$ cat config.mk
export PLATFORM = sky130hd
export DESIGN_NAME = instr_byte_loader
export DESIGN_NICKNAME = d
export VERILOG_FILES = /design/src/rtl/instr_byte_loader_pkg.sv /design/src/rtl/instr_byte_loader_pc_next.sv /design/src/rtl/instr_byte_loader.sv
export SDC_FILE = /design/constraint.sdc
export NUM_CORES = 1
export LEC_CHECK = 0
export CAP_MARGIN = 0
export CORE_MARGIN = 3
export CORE_UTILIZATION = 40
export CTS_CLUSTER_DIAMETER = 120
export CTS_CLUSTER_SIZE = 28
export DETAILED_ROUTE_END_ITERATION = 12
export GPL_TIMING_DRIVEN = 0
export PLACE_DENSITY = 0.69
export SYNTH_ARGS = -nofsm -noshare
export SYNTH_HDL_FRONTEND = slang
export SYNTH_SLANG_ARGS = --single-unit
$ cat constraint.sdc
create_clock -name clk -period 6.49 [get_ports clk]
set_clock_uncertainty 0.15 [all_clocks]
set_input_delay 1.298 -clock clk [delete_from_list [all_inputs] [get_ports clk]]
set_output_delay 1.298 -clock clk [all_outputs]
set_load 0.03 [all_outputs]
$ cat src/rtl/instr_byte_loader_pkg.sv
// Shared definitions for the instruction byte loader.
// Holds opcode constants, instruction field bit positions, the loader
// state encoding and a legality helper for the optional illegal-opcode
// detector (enabled by defining ILLEGAL_OP_DETECT_EN).
package instr_byte_loader_pkg;

  localparam logic [5:0] OP_RTYPE = 6'h00;
  localparam logic [5:0] OP_LW    = 6'h23;
  localparam logic [5:0] OP_SW    = 6'h2B;
  localparam logic [5:0] OP_BEQ   = 6'h04;

  localparam int INSTR_W = 32;
  localparam int IMM_W   = 16;

  localparam int OPCODE_MSB = 31;
  localparam int OPCODE_LSB = 26;
  localparam int RS_MSB     = 25;
  localparam int RS_LSB     = 21;
  localparam int RT_MSB     = 20;
  localparam int RT_LSB     = 16;
  localparam int RD_MSB     = 15;
  localparam int RD_LSB     = 11;
  localparam int SHAMT_MSB  = 10;
  localparam int SHAMT_LSB  = 6;
  localparam int FUNCT_MSB  = 5;
  localparam int FUNCT_LSB  = 0;
  localparam int IMM_MSB    = 15;
  localparam int IMM_LSB    = 0;

  localparam int BYTES_PER_INSTR = 4;
  localparam int COUNT_W         = $clog2(BYTES_PER_INSTR);
  localparam logic [COUNT_W-1:0] LAST_BYTE_IDX = COUNT_W'(BYTES_PER_INSTR - 1);

  typedef enum logic {
    COLLECT = 1'b0,
    HOLD    = 1'b1
  } loader_state_e;

  function automatic logic is_legal_op(input logic [5:0] op);
    return (op == OP_RTYPE) || (op == OP_LW) || (op == OP_SW) || (op == OP_BEQ);
  endfunction

endpackage

$ cat src/rtl/instr_byte_loader_pc_next.sv
// pc_next_calc: combinational next-PC for the consume handshake.
// Ports:
//   pc           current program counter
//   imm          16-bit immediate of the held instruction
//   branch_taken select pc+4+(sext(imm)<<2) instead of pc+4
//   next_pc      result, wrapped modulo 2^PC_W
import instr_byte_loader_pkg::*;

module pc_next_calc #(
  parameter int PC_W = 16
) (
  input  logic [PC_W-1:0]  pc,
  input  logic [IMM_W-1:0] imm,
  input  logic             branch_taken,
  output logic [PC_W-1:0]  next_pc
);

  logic [PC_W-1:0] offset;

  // Sign-extend and scale to a word offset; bits above PC_W are dropped
  // because the sum wraps anyway.
  assign offset  = PC_W'({{PC_W{imm[IMM_W-1]}}, imm, 2'b00});
  assign next_pc = pc + PC_W'(4) + (branch_taken ? offset : '0);

endmodule

$ cat src/rtl/instr_byte_loader.sv
// instr_byte_loader: assembles big-endian 32-bit instructions from a
// byte-serial valid/ready stream, holds each one for the control stage,
// exposes decoded MIPS fields and tracks the program counter.
// Ports:
//   clk, rst_n                 clock, async active-low reset
//   byte_in/byte_valid/byte_ready  byte stream input handshake
//   flush                      synchronous abort of partial/held instruction
//   instr_valid/instr_ready    held instruction handshake
//   branch_taken               branch select, sampled on consume
//   opcode..imm                field slices of the held instruction
//   pc                         address of the held/next instruction
//   instr_illegal              held opcode is unsupported (ILLEGAL_OP_DETECT_EN)
// Optional feature macro: ILLEGAL_OP_DETECT_EN (undefined -> instr_illegal=0).
//
// state   | meaning
// COLLECT | accepting bytes, count = bytes gathered so far
// HOLD    | full instruction presented, waiting for consume
import instr_byte_loader_pkg::*;

module instr_byte_loader #(
  parameter int              PC_W     = 16,
  parameter logic [PC_W-1:0] RESET_PC = '0
) (
  input  logic            clk,
  input  logic            rst_n,
  input  logic [7:0]      byte_in,
  input  logic            byte_valid,
  output logic            byte_ready,
  input  logic            flush,
  output logic            instr_valid,
  input  logic            instr_ready,
  input  logic            branch_taken,
  output logic [5:0]      opcode,
  output logic [4:0]      rs,
  output logic [4:0]      rt,
  output logic [4:0]      rd,
  output logic [4:0]      shamt,
  output logic [5:0]      funct,
  output logic [15:0]     imm,
  output logic [PC_W-1:0] pc,
  output logic            instr_illegal
);

  loader_state_e        state_q, state_d;
  logic [COUNT_W-1:0]   count_q, count_d;
  logic [INSTR_W-1:0]   instr_q, instr_d;
  logic [PC_W-1:0]      pc_q, pc_d, pc_consume;

  pc_next_calc #(.PC_W(PC_W)) u_pc_next (
    .pc           (pc_q),
    .imm          (instr_q[IMM_MSB:IMM_LSB]),
    .branch_taken (branch_taken),
    .next_pc      (pc_consume)
  );

  always_ff @(posedge clk or negedge rst_n) begin
    if (!rst_n) begin
      state_q <= COLLECT;
      count_q <= '0;
      instr_q <= '0;
      pc_q    <= RESET_PC;
    end else begin
      state_q <= state_d;
      count_q <= count_d;
      instr_q <= instr_d;
      pc_q    <= pc_d;
    end
  end

  always_comb begin
    state_d = state_q;
    count_d = count_q;
    instr_d = instr_q;
    pc_d    = pc_q;
    if (flush) begin
      // Flush wins over both handshakes: a 4th byte is dropped and a
      // consume does not advance pc.
      state_d = COLLECT;
      count_d = '0;
    end else begin
      case (state_q)
        COLLECT: begin
          if (byte_valid) begin
            instr_d = {instr_q[INSTR_W-9:0], byte_in};
            if (count_q == LAST_BYTE_IDX) begin
              state_d = HOLD;
              count_d = '0;
            end else begin
              count_d = count_q + 1'b1;
            end
          end
        end
        HOLD: begin
          if (instr_ready) begin
            state_d = COLLECT;
            count_d = '0;
            pc_d    = pc_consume;
          end
        end
        default: begin
          state_d = COLLECT;
          count_d = '0;
        end
      endcase
    end
  end

  assign byte_ready  = (state_q == COLLECT);
  assign instr_valid = (state_q == HOLD);
  assign pc          = pc_q;

  assign opcode = instr_q[OPCODE_MSB:OPCODE_LSB];
  assign rs     = instr_q[RS_MSB:RS_LSB];
  assign rt     = instr_q[RT_MSB:RT_LSB];
  assign rd     = instr_q[RD_MSB:RD_LSB];
  assign shamt  = instr_q[SHAMT_MSB:SHAMT_LSB];
  assign funct  = instr_q[FUNCT_MSB:FUNCT_LSB];
  assign imm    = instr_q[IMM_MSB:IMM_LSB];

`ifdef ILLEGAL_OP_DETECT_EN
  logic illegal_q, illegal_d;

  // The flag tracks the next held instruction, so it rises with instr_valid
  // and falls on consume or flush.
  always_comb begin
    illegal_d = (state_d == HOLD) && !is_legal_op(instr_d[OPCODE_MSB:OPCODE_LSB]);
  end

  always_ff @(posedge clk or negedge rst_n) begin
    if (!rst_n) illegal_q <= 1'b0;
    else        illegal_q <= illegal_d;
  end

  assign instr_illegal = illegal_q;
`else
  assign instr_illegal = 1'b0;
`endif

endmodule

======== After elaboration in Yosys (flattened, before gate mapping) ========
Cells that the tools add are included.
word-level totals
  register bits ........................... 51
  logic and storage cells ................. 26
cells by class
  add/subtract/negate cells ............... 3
  eq/ne operators ......................... 3
  muxes and demuxes ....................... 11
  bitwise gates (word level) .............. 2
  reductions and logical operators ........ 3
operator list
  cell                                                              count
  16-bit adder                                                      1
  16-bit by 3-bit adder with 16-bit output (second input constant)  1
  16-bit two-way mux                                                1
  2-bit two-way mux                                                 4
  3-bit AND reduction                                               2
  1-bit two-way mux                                                 4
  2-bit case mux with 2 select lines                                1
  3-bit by 2-bit != test with 1-bit output (second input constant)  1
  3-bit != test (second input constant)                             1
  2-bit by 1-bit adder with 2-bit output (second input constant)    1
  2-bit equality test (second input constant)                       1
  1-bit NOT                                                         2
  1-bit case mux with 2 select lines                                1
  2-bit AND reduction                                               1

======== Depth between registers and ports, before layout ========
  depth after elaboration ................. 5
  mapped depth ............................ 11

======== By module ========
Synthesis repeated with hierarchy kept, for this count alone.
second synthesis, totals
  cell total of the unflattened synthesis .. 250
  area, all modules ....................... 3002.9 µm²
modules (own cells, without submodules)
  module             times used  cells an instance  area each (µm²)
  instr_byte_loader  1           136                2117.0
  pc_next_calc       1           114                885.8

======== Worst setup path after synthesis ========
No wires, ideal clock.
  path type ............................... in2reg
  start ................................... input port branch_taken
  end ..................................... register pc_q[13], in the netlist pc[13]
  library setup time ...................... 0.131 ns
  arrival ................................. 3.498 ns
  setup slack ............................. 2.712 ns
  cell stages on the path ................. 10
  cells stage by stage .................... clkbuf_1 and2_1 ha_1 ha_1 fa_1 a211oi_2 o21bai_2 a2111oi_2 or4_1 nand3_1
on the way
  longest elaborated chain between the ends .. 2
ends and longest elaborated chain
  item                  RTL line                         source
  from (decl)           instr_byte_loader.sv:32          input logic branch_taken,
  16-bit two-way mux    instr_byte_loader_pc_next.sv:23  assign next_pc = pc + PC_W'(4) + (branch_taken ? offset : '0);
  16-bit adder          instr_byte_loader_pc_next.sv:23
  to (signal assigned)  instr_byte_loader.sv:66          pc_q <= pc_d;
  to (decl)             instr_byte_loader.sv:47          logic [PC_W-1:0] pc_q, pc_d, pc_consume;
Every way passes these cells.
A chain may end at the register's enable or synchronous reset.

======== Worst setup path after layout ========
  start ................................... input port branch_taken
  end ..................................... register pc_q[15], in the netlist pc[15]
The elaborated chain is that of the path after synthesis.

==> results.yml <==
clock_tree:
  clockRootBuffer: "clkbuf_8"
  max-clock-path-buffers: 2
  cts-buffers-inserted: 5
  h-tree-depth: 2
  cts_setup_buffers: 0
  tritoncts: "done"
  clkTransAtPathRegs_ns: 0.10
  cts_sinks: 49
  clkLatencyLatePin_ns: 0.31
  hold_buffers: 0
  cts.repair.resized: 0
power:
  netSwitchingFraction_pct: 39.5
  p_leak_nw: 1.79
  power_density_nw_per_um2: 286
  p_clk_share_pct: 17.3
  irDropWorstVdd_uv: 147
  internal_power_mw: 0.679
  p_seq_share_pct: 37.6
  p_comb_share_pct: 45.1
  switchingPower_mw: 0.444
  p_total_mw: 1.12
synth:
  yosysSeqAreaShare_pct: 42.0
  synth.distinct_cells: 47
  synthArstFlopShare_pct: 100
  synth_top_cells_by_count: "dfrtp_1, nand2_1, ha_1"
  synth_top_area_share_pct: 42.0
  synth_area_leaders: "dfrtp_1, ha_1, mux2_1"
  ys.warnings.count: 0
  synth.largest_area_cell: "dfrtp_1"
  synth_area_um2: 2920
  synth_cells: 268
  synth-edff-count: 0
  yosysMostFrequentCell: "dfrtp_1"
  syn_area_per_cell_um2: 10.9
  synthFlopType: "dfrtp_1"
  synth-seq-cells: 49
sta:
  layout_min_cycle_time_ns: 4.47
  slew_violations: 0
  finalHoldViolations: 0
  fmax_mhz: 224
  setup_viol: 0
  slew_headroom_pct: 61.6
  worst_pin_slew_ns: 0.574
  period_share_pct: 68.9
  whs_ns: 0.334
  rsz0062_at_grt: "false"
  finalSetupTns_ns: 0
global_route:
  met2_usage_pct: 28.4
  grt-ovfl-total: 0
  top_usage_layer: "met2"
  met1_usage_pct: 24.0
  grt_pass1_vias: 2237
  grt_max_degree: 29
  grt_use_met3_pct: 3.40
  grt_pass1_wl_mm: 11.8
  grt_usage_pct: 17.6
  antenna_found_initial: 0
setup_path:
  critical-path-max-stage-delay_ns: 0.54
  cp_num_cells: 11
  crit_path_max_fanout: 10
  cp-endpoint: "pc[15]$_DFFE_PN0P_"
  path_cells: "clkdlybuf4s50_1, clkbuf_1, and2_1, ha_1, ha_1, fa_1, a211oi_2, nor4b_1, a211oi_1, mux2i_1, xnor2_1"
  crit_buf_inv: 2
  reg2reg_depth: 9
  startpoint_type: "primary input"
  crit_type: "primary input to flop"
  r2r_slack_ns: 3.37
  reg2reg_from: "instr_q[1]$_DFFE_PN0P_"
  critPathSlowestCell: "clkdlybuf4s50_1"
  crit_family: "adder cells"
  timing.rr.end: "pc[15]$_DFFE_PN0P_"
  arrival_ns: 4.56
  cp-end-kind: "flop"
  crit_top_cell: "ha_1"
  crit_start: "branch_taken"
  critPathRequiredTime_ns: 6.58
placed_design:
  hpwl_mm: 5.44
  place.gp.congestion: 0.853
  portBuffers: 77
floorplanning:
  die_h_um: 91.5
  chipWidth_um: 91.5
  ios: 81
  start_util_pct: 42.1
  core_region_area_um2: 6940
  num_rows: 30
  die-area_um2: 8370
finish:
  utilization_pct: 56.6
  drive_gt1_share_pct: 14.3
  diodes: 0
  layout.nets: 396
  fillers: 608
  area_growth_pct: 34.5
route:
  drtAntennaViolNets: 0
  post_drt_wl_per_cell_um: 15.8
  vias: 2293
  routed_wl_mm: 7.15
  initialDrtViolationCount: 59
  drc: 0
  drt_pre_antenna_iters: 4
  routed_via_density: 5.07
worst_hold_path:
  hold_path.class: "flop to flop"
status:
  status: "complete, no violations"
run:
  maxCapViolCount: 0
==> placed cells by master, fill, tap and decap left out, drive strengths merged, types with 2 or more instances in the layout <==
cell type	instances
clkbuf	8
nor3	4
a21o	5
and2	13
xnor2	3
nand3	5
nand2b	2
nand2	27
xor2	4
nor2	8
inv	4
mux2	32
a211oi	5
clkdlybuf4s50	76
clkinvlp	2
dfrtp	49
nor2b	2
a21oi	10
conb	3
o21bai	3
buf	28
o21ai	14
nand4	4
o21a	2
ha	26
nor3b	2
==> worst min path at each step <==
| stage | from | to | slack (ns) | cells past startpoint |
|---|---|---|---|---|
| floorplan | count_q[1]$_DFFE_PN0P_ | count_q[1]$_DFFE_PN0P_ | 0.35 | 2 |
| global placement | pc[15]$_DFFE_PN0P_ | pc[15]$_DFFE_PN0P_ | 0.31 | 1 |
| detailed placement | pc[15]$_DFFE_PN0P_ | pc[15]$_DFFE_PN0P_ | 0.32 | 1 |
| CTS | pc[15]$_DFFE_PN0P_ | pc[15]$_DFFE_PN0P_ | 0.33 | 1 |
| global route | pc[15]$_DFFE_PN0P_ | pc[15]$_DFFE_PN0P_ | 0.35 | 1 |
| finish | pc[15]$_DFFE_PN0P_ | pc[15]$_DFFE_PN0P_ | 0.33 | 1 |
==> registers in the layout, summed over array words and instances (netlist names) <==
signal / flops
instr_valid: 1
instr_q: 32
count_q: 2
pc: 14
==> routing by layer <==
| layer | up-vias | share of wire (%) |
|---|---|---|
| li1 | 1105 | - |
| met1 | 1124 | 45 |
| met2 | 56 | 49 |
| met3 | 8 | 4.7 |
| met4 | 0 | 1.4 |
| met5 | - | 0 |
==> logic make-up after synthesis <==
| kind of cell | share of synthesized area [%] |
|---|---|
| AND/OR/NAND/NOR | 12.5 |
| flip-flops | 42.0 |
| AO/OA/AOI/OAI | 11.6 |
| multiplexers | 12.7 |
| buffers and inverters | 7.28 |
| adder cells (fa/ha/maj) | 11.8 |
| XOR/XNOR | 2.10 |
| other | 0.128 |
==> worst reg2reg max path, cell delays in order (launching register included) <==
cell,delay (ns)
dfrtp_1,0.44
and2_1,0.18
ha_1,0.27
ha_1,0.23
fa_1,0.45
a211oi_2,0.44
nor4b_1,0.12
a211oi_1,0.35
mux2i_1,0.29
xnor2_1,0.14
==> power by group through the flow <==
| stage | Clock [mW] | Sequential (mW) | Combinational (mW) |
|---|---|---|---|
| after floorplan | 0 | 0.541 | 0.177 |
| after global placement | 0 | 0.428 | 0.502 |
| after detailed placement | 0 | 0.430 | 0.510 |
| after CTS | 0.200 | 0.424 | 0.512 |
| after global routing | 0.212 | 0.434 | 0.535 |
| final | 0.194 | 0.423 | 0.506 |
==> stage by stage <==
| stage | instances | area, um2 | worst slack (ns) |
|---|---|---|---|
| after CTS | 452 | 3930 | 2.02 |
| after global routing | 452 | 3930 | 1.84 |
| after global placement | 443 | 3820 | 1.77 |
| after floorplan | 270 | 2930 | 2.71 |
| after detailed placement | 444 | 3840 | 1.72 |
| final | 452 | 3930 | 2.02 |
==> layout make-up <==
class | instances | area (um2) | area share, %
multi-input combinational | 189 | 1490 | 37.9
sequential | 49 | 1230 | 31.2
timing repair buffer | 78 | 786 | 20.0
buffer | 29 | 201 | 5.12
tap | 96 | 120 | 3.06
clock buffer | 5 | 68.8 | 1.75
clock inverter | 3 | 26.3 | 0.668
inverter | 3 | 11.3 | 0.286
(Power assumes the default switching activity.)
